## src/rtl/counter_arbiter_pkg.sv

```systemverilog
// Shared types and constants for the two-requester counter arbiter.
package counter_arbiter_pkg;
  localparam int NREQ      = 2;
  localparam int DEF_WIDTH = 4;

  typedef enum logic [1:0] {
    IDLE  = 2'd0,
    COUNT = 2'd1,
    DONE  = 2'd2
  } state_t;
endpackage

```

## src/rtl/arb_counter.sv

```systemverilog
// Shared up-counter datapath with a limit register latched at grant time.
module arb_counter #(
  parameter int WIDTH = 4
) (
  input  logic             clk,
  input  logic             rst_n,
  input  logic             clear,
  input  logic             inc,
  input  logic             load_lim,
  input  logic [WIDTH-1:0] lim_in,
  output logic [WIDTH-1:0] count,
  output logic             at_limit
);
  logic [WIDTH-1:0] lim_q;

  always_ff @(posedge clk or negedge rst_n) begin
    if (!rst_n) begin
      count <= '0;
      lim_q <= '0;
    end else begin
      if (load_lim) lim_q <= lim_in;
      if (clear)    count <= '0;
      else if (inc) count <= count + 1'b1;
    end
  end

  // Terminal detect stops the increment, so the counter never wraps.
  assign at_limit = (count == lim_q);
endmodule

```

## src/rtl/counter_arbiter.sv

```systemverilog
// Round-robin arbiter sequencing counting runs of one shared counter for two requesters.
module counter_arbiter
  import counter_arbiter_pkg::*;
#(
  parameter int WIDTH = DEF_WIDTH
) (
  input  logic              clk,
  input  logic              rst_n,
  input  logic [NREQ-1:0]   req,
  input  logic [WIDTH-1:0]  limit0,
  input  logic [WIDTH-1:0]  limit1,
  output logic [NREQ-1:0]   gnt,
  output logic              busy,
  output logic [WIDTH-1:0]  count,
  output logic [NREQ-1:0]   done
);
  state_t           state_q, state_d;
  logic             ptr_q, ptr_d;
  logic [NREQ-1:0]  gnt_q, gnt_d;
  logic [NREQ-1:0]  done_q, done_d;
  logic             busy_q;
  logic             clear, inc, load_lim, at_limit, win;
  logic [WIDTH-1:0] lim_sel;

  arb_counter #(.WIDTH(WIDTH)) u_cnt (
    .clk      (clk),
    .rst_n    (rst_n),
    .clear    (clear),
    .inc      (inc),
    .load_lim (load_lim),
    .lim_in   (lim_sel),
    .count    (count),
    .at_limit (at_limit)
  );

  // ptr_q holds the last granted requester; under contention the other one wins.
  assign win     = (req == 2'b11) ? ~ptr_q : req[1];
  assign lim_sel = win ? limit1 : limit0;

  always_comb begin
    state_d  = state_q;
    ptr_d    = ptr_q;
    gnt_d    = gnt_q;
    done_d   = '0;
    clear    = 1'b0;
    inc      = 1'b0;
    load_lim = 1'b0;
    case (state_q)
      IDLE: begin
        clear = 1'b1;
        gnt_d = '0;
        if (|req) begin
          load_lim = 1'b1;
          ptr_d    = win;
          gnt_d    = win ? 2'b10 : 2'b01;
          state_d  = COUNT;
        end
      end
      COUNT: begin
        // A dropped request aborts the run even on the terminal count.
        if (!(|(req & gnt_q))) begin
          state_d = IDLE;
          clear   = 1'b1;
          gnt_d   = '0;
        end else if (at_limit) begin
          state_d = DONE;
          done_d  = gnt_q;
        end else begin
          inc = 1'b1;
        end
      end
      DONE: begin
        state_d = IDLE;
        clear   = 1'b1;
        gnt_d   = '0;
      end
      default: begin
        state_d = IDLE;
        clear   = 1'b1;
        gnt_d   = '0;
      end
    endcase
  end

  always_ff @(posedge clk or negedge rst_n) begin
    if (!rst_n) begin
      state_q <= IDLE;
      ptr_q   <= 1'b1;
      gnt_q   <= '0;
      done_q  <= '0;
      busy_q  <= 1'b0;
    end else begin
      state_q <= state_d;
      ptr_q   <= ptr_d;
      gnt_q   <= gnt_d;
      done_q  <= done_d;
      busy_q  <= |gnt_d;
    end
  end

  assign gnt  = gnt_q;
  assign done = done_q;
  assign busy = busy_q;
endmodule

```

## config.mk

```make
export PLATFORM = sky130hd
export DESIGN_NAME = counter_arbiter
export DESIGN_NICKNAME = d
export VERILOG_FILES = /design/src/rtl/counter_arbiter_pkg.sv /design/src/rtl/arb_counter.sv /design/src/rtl/counter_arbiter.sv
export SDC_FILE = /design/constraint.sdc
export NUM_CORES = 1
export LEC_CHECK = 0
export ABC_AREA = 1
export CAP_MARGIN = 20
export CORE_MARGIN = 2
export CORE_UTILIZATION = 50
export DETAILED_ROUTE_END_ITERATION = 12
export PLACE_DENSITY = 0.92
export SETUP_SLACK_MARGIN = 0.15
export SLEW_MARGIN = 20
export SYNTH_ARGS = -nofsm -noshare
export SYNTH_HDL_FRONTEND = slang
export SYNTH_HIERARCHICAL = 1
export SYNTH_SLANG_ARGS = --single-unit
```

## constraint.sdc

```tcl
create_clock -name clk -period 3.9 [get_ports clk]
set_clock_uncertainty 0.05 [all_clocks]
set_input_delay 0.975 -clock clk [delete_from_list [all_inputs] [get_ports clk]]
set_output_delay 0.975 -clock clk [all_outputs]
set_load 0.005 [all_outputs]
```

# Word level (Yosys, flattened, before mapping)
# Index checks and enable logic that the tools add are counted.
dict set report word_totals {
  regBits 16
  input_bits 12
  out_inout_bits 9
}
dict set report op_classes {
  addsub 1
  bitwise_logic 2
  reduce_logical 7
  eq_ne 5
  n_mux 22
}
# op n
set ops {}
lappend ops {{$mux W2} 9}
lappend ops {{$mux W4} 3}
lappend ops {{$mux W1} 8}
lappend ops {{$pmux W2 S2} 2}
lappend ops {{$reduce_or A2 Y1} 3}
lappend ops {{$add A4 B1 Y4 const B} 1}
lappend ops {{$eq A4 B4 Y1} 1}
lappend ops {{$reduce_and A2 Y1} 2}
lappend ops {{$ne A3 B3 Y1 const B} 1}
lappend ops {{$and A2 B2 Y2} 1}
lappend ops {{$eq A2 B1 Y1 const B} 1}
lappend ops {{$eq A2 B2 Y1 const B} 1}
lappend ops {{$logic_not A2 Y1} 1}
lappend ops {{$ne A2 B2 Y1 const B} 1}
lappend ops {{$reduce_bool A2 Y1} 1}
lappend ops {{$not A1 Y1} 1}

# Logic depth before layout (Yosys ltp)
dict set report depth {
  ltp_word 6
  depth_mapped 10
}

# Hierarchy
# The synthesis kept the hierarchy.
# module area_per_inst_um2 cells_each instances
set modules_own_cells {}
lappend modules_own_cells {counter_arbiter 434.2 52 1}
lappend modules_own_cells {arb_counter 402.9 49 1}

# Worst setup path after synthesis
# No wires, ideal clock.
dict set report synth_path {
  path_type {input-to-reg}
  from {input port req[1]}
  to {register u_cnt.count[3]}
  setup_time_ps 120
  required_ps 3730
  cell_stages 10
  slack_ps 1855
  t_arrival_ps 1875
  path_cell_list {buf_6 -> nand2_4 -> nand2_4 -> nand2_1 -> nor2_1 -> nor2_2 -> nor2_4 -> nand3_1 -> nand2_1 -> nor2_2}
}
dict set report synth_between {
  elab_chain_len 5
}
# element line_no
set synth_rtl {}
lappend synth_rtl {{start: declaration} counter_arbiter.sv:9} ;# input logic [NREQ-1:0] req,
lappend synth_rtl {{$and A2 B2 Y2 *} counter_arbiter.sv:61} ;# if (!(|(req & gnt_q))) begin
lappend synth_rtl {{$reduce_or A2 Y1 *} counter_arbiter.sv:61}
lappend synth_rtl {{$mux W1 *} counter_arbiter.sv:61}
lappend synth_rtl {{$mux W1 *} counter_arbiter.sv:48} ;# case (state_q)
lappend synth_rtl {{via clear} counter_arbiter.sv:22} ;# logic clear, inc, load_lim, at_limit, win;
lappend synth_rtl {{$mux W4 / $reduce_bool A2 Y1 (equally long branches)} n/a}
lappend synth_rtl {{end signal: assignment} arb_counter.sv:23} ;# else if (inc) count <= count + 1'b1;
lappend synth_rtl {{end: declaration} arb_counter.sv:11} ;# output logic [WIDTH-1:0] count,
# The timed path passes the listed nets; every way through them passes the cells marked *.
# A chain may end at the register's enable or synchronous reset.

# Worst setup path after layout
# Ends and elaborated chain as after synthesis.

==> results by stage <==
STA:
- The minimum period implied by the final worst setup slack is 2.49 ns.
- The final worst-path cycle share is 63.8%.
- Setup repair after global routing left no endpoint under its margin.
- The number of pins with negative max-slew slack in the final report is 0.
- For the final routed database, the setup TNS stands at 0 ns.
- The post-route worst setup slack is 1.41 ns.
- The maximum clock frequency is 0.402 GHz.
- The transition time of the tightest slew-check pin is 0.700 ns.
- The number of hold violations in the final report is 0.
- The number of failing setup endpoints in the final timing report is 0.
- The headroom to the max-slew limit is 53.2%.

Logic synthesis:
- Counting instances in the post-synthesis netlist gives the leading cell types as 28 x sky130_fd_sc_hd__nand2_1, 15 x sky130_fd_sc_hd__dfrtp_1, 12 x sky130_fd_sc_hd__inv_1.
- The most used flip-flop cell after synthesis is sky130_fd_sc_hd__dfrtp_1.
- After technology mapping, the gate count stands at 101.
- The synthesized net count is 114.
- For this run, the register share of the synthesized area comes to 48.0%.
- The async set or reset register ratio after synthesis is 100%.
- The distinct cell type count of the synthesized netlist is 21.
- The share of Yosys cell area claimed by the top area cell type is 44.8%.
- The number of warnings reported in the yosys synthesis log is 6.
- The mean instance size in the synthesized netlist is 8.29 um^2.
- The synthesized design spends more area on one cell type than any other, namely sky130_fd_sc_hd__dfrtp_1.
- By area the synthesized netlist is led by sky130_fd_sc_hd__dfrtp_1 45%, sky130_fd_sc_hd__nand2_1 13%, sky130_fd_sc_hd__inv_1 5.4%.
- The dominant cell by count in the synthesized netlist is sky130_fd_sc_hd__nand2_1.
- The netlist area before placement is 837 um^2.
- The number of synthesized flops with an enable pin is 0.
- Synthesis inferred 16 register bits.

Job:
- Across the run, the number of max-cap violations was 0.

Place:
- Including well taps, the total number of placed cells is 136.
- The detailed placement HPWL is 1350 um.
- Before CTS, the worst setup slack after placement is 1.13 ns.
- The count of buffers added on input and output ports is 20.
- At the end of routability-driven placement, the weighted congestion stood at 0.792.

Clock network:
- The cell at the root of the clock tree is sky130_fd_sc_hd__clkbuf_4.
- The maximum clock path buffer count is 2.
- The number of hold buffers added after cts is 0.
- The CTS H-tree depth is 1.
- The CTS clock-pin slew for the worst setup and hold paths is 0.09 ns.
- TritonCTS built the clock tree.
- The insertion delay to the later sink of the worst-skew pair is 0.29 ns.
- The tree built by TritonCTS fans out to 16 sinks.
- The post-CTS setup buffer count is 0.
- The quantity of gates resized following cts is 0.
- Counting the buffers created by CTS gives 3.

Critical path:
- The peak fanout along the critical path is 8.
- STA puts the critical path data arrival time at 2.62 ns.
- The setup path with the least slack is of type input pin to flip-flop.
- The worst setup path is launched from an input pin.
- In this design, the stage delay of the slowest critical-path cell is 0.66 ns.
- On the critical path, the stage with the largest delay is an instance of sky130_fd_sc_hd__clkdlybuf4s50_1.
- The worst register-to-register path has a setup slack of 2.21 ns.
- The required time of the worst setup path is 4.04 ns.
- Walking the worst path, the cells encountered are clkdlybuf4s50_1, nand2_4, nand2_4, nand2_1, nor2_1, nor2_2, nor2_4, nand3_1, nand2_1, nor2_2.
- STA classifies the critical path endpoint as a flip-flop.

Cells and area:
- Once layout is complete, the utilization of the core stands at 69.6%.
- The number of filler cells placed in the layout is 129.
- After the last flow step, the layout net total stands at 138.
- The relative area change from synthesis to final layout is 28.1%.
- The number of antenna cells inserted is 0.
- The fraction of final layout cells with drive strength greater than 1 is 17.7%.
- The count of cells in the finished layout, fillers not included, comes to 140.

Routing:
- After the first detailed-routing iteration, the DRC count stood at 11.
- The mean number of vias per cell is 5.21.
- For this block, the routed nets add up to 1750 um of wire.
- The detail route stage leaves a number of antenna-violating nets equal to 0.
- The total iterations of the first detailed-routing run is 4.
- The average wire per standard cell is 12.5 um.
- In the routed design, unresolved DRC markers number 0.
- The routed layout has 730 vias.

Pwr:
- Across the VDD grid, the largest voltage drop is 0.364 mV.
- The clock network burns 15.0% of the power.
- The internal portion of the total power is 0.370 mW.
- The share of total power in combinational logic is 42.9%.
- Net switching is 39.4% of the power.
- The net switching component of the power is 0.241 mW.
- The power per unit of standard cell area is 570 nW/um^2.
- The completed layout was analyzed and its total power is 0.611 mW.
- Sequential cells burn 42.1% of the power.
- In this run the static leakage power is 0.526 nW.

Floorplanning:
- Once the floorplan was initialized, standard cells occupied 54.3% of the core.
- During I/O placement, the number of pins put on the boundary was 21.
- Measured along the x axis, the die boundary spans 44.9 um.
- Measured along the y axis, the die boundary spans 44.9 um.
- The die covers 2020 um^2.
- The row count is 14.
- The floorplan step defined a core boundary enclosing 1540 um^2.

Global routing:
- The total overflow left after global routing is 0.
- The number of antenna violations at the first check in global routing is 0.
- Entering global routing, the biggest net connects 17 pins.
- Global routing used 20.4% of the available tracks.
- The global-route wire length before repair is 2860 um.
- The number of global-route vias before repair is 696.

Outcome:
- The flow ran to the end, and the final reports show no timing, DRC or antenna violations.

Min path:
- The kind of path behind the tightest hold check is flip-flop to flip-flop.
==> kinds of logic (layout without fill, tap and decap cells) <==
logic type | Yosys count | after routing | share of synthesized area [%]
AND/OR/NAND/NOR | 58 | 58 | 34.8
flip-flops | 16 | 16 | 48.0
buffers and inverters | 16 | 39 | 8.07
AO/OA/AOI/OAI | 8 | 8 | 5.23
adder cells (fa/ha/maj) | 1 | 1 | 1.49
XOR/XNOR | 1 | 1 | 1.05
multiplexers | 1 | 1 | 1.35
==> worst max-delay path: cells and delay by family <==
kind                   cells  cell delay, ns
buffers and inverters      1            0.66
and+or+nand+nor            9            0.97
==> flip-flops by register name (all words and copies together), names as in the netlist <==
name         flops
u_cnt/count      4
done             2
ptr_q            1
state_q          2
busy             1
u_cnt/lim_q      4
gnt              2
==> final cells by class <==
| cell class | count | area [um^2] | share of cell area [%] |
|---|---|---|---|
| clock buffers | 4 | 26.3 | 2.45 |
| inverters | 15 | 56.3 | 5.25 |
| multi-input cells | 69 | 368 | 34.3 |
| flip-flops and latches | 16 | 402 | 37.5 |
| well taps | 16 | 20.0 | 1.87 |
| repair buffers | 20 | 200 | 18.7 |
==> layout by cell type, fill, tap and decap left out, drive strengths merged <==
master | Yosys | routed
a21oi | 3 | 3
clkbuf | 0 | 4
clkdlybuf4s50 | 0 | 20
nand3 | 11 | 11
nor2 | 11 | 11
nand4 | 1 | 1
xnor2 | 1 | 1
inv | 15 | 15
ha | 1 | 1
o21ai | 5 | 5
dfstp | 1 | 1
mux2 | 1 | 1
nand2 | 35 | 35
dfrtp | 15 | 15
==> routing by layer <==
layer	GRT usage (%)	wire [um]	vias to the layer above
met3	2.00	71	6
met1	21.3	672	336
li1	-	-	363
met5	0	0	-
met2	37.7	953	25
met4	14.7	53	0
==> power by group through the flow <==
stage               sequential [mW]  clock [mW]  combinational, mW
finish                        0.258      0.0915              0.262
global route                  0.264       0.101              0.295
floorplan                     0.255           0              0.172
CTS                           0.257      0.0953              0.262
global placement              0.256           0              0.245
detailed placement            0.259           0              0.260
==> through the flow <==
stage,cell area (um^2),hold WS (ns)
5_1_grt,1070,0.454
3_3_place_gp,1050,0.413
2_1_floorplan,837,0.400
6_report,1070,0.434
3_5_place_dp,1050,0.413
4_1_cts,1070,0.433
==> path summary, 6_finish.rpt <==
| kind | depth (start not counted) | start | to |
|---|---|---|---|
| worst max register to register | 9 | u_cnt/count[0] | u_cnt/count[3] |
| worst min register to register | 2 | ptr_q | ptr_q |
| worst min-delay path | 2 | ptr_q | ptr_q |
| min in group asynchronous | 1 | rst_n | u_cnt/lim_q[2] |
| max in group asynchronous | 1 | rst_n | done[0] |
| worst max-delay path | 10 | req[1] | u_cnt/count[3] |
Note: power is estimated with default switching activity, not from simulation.
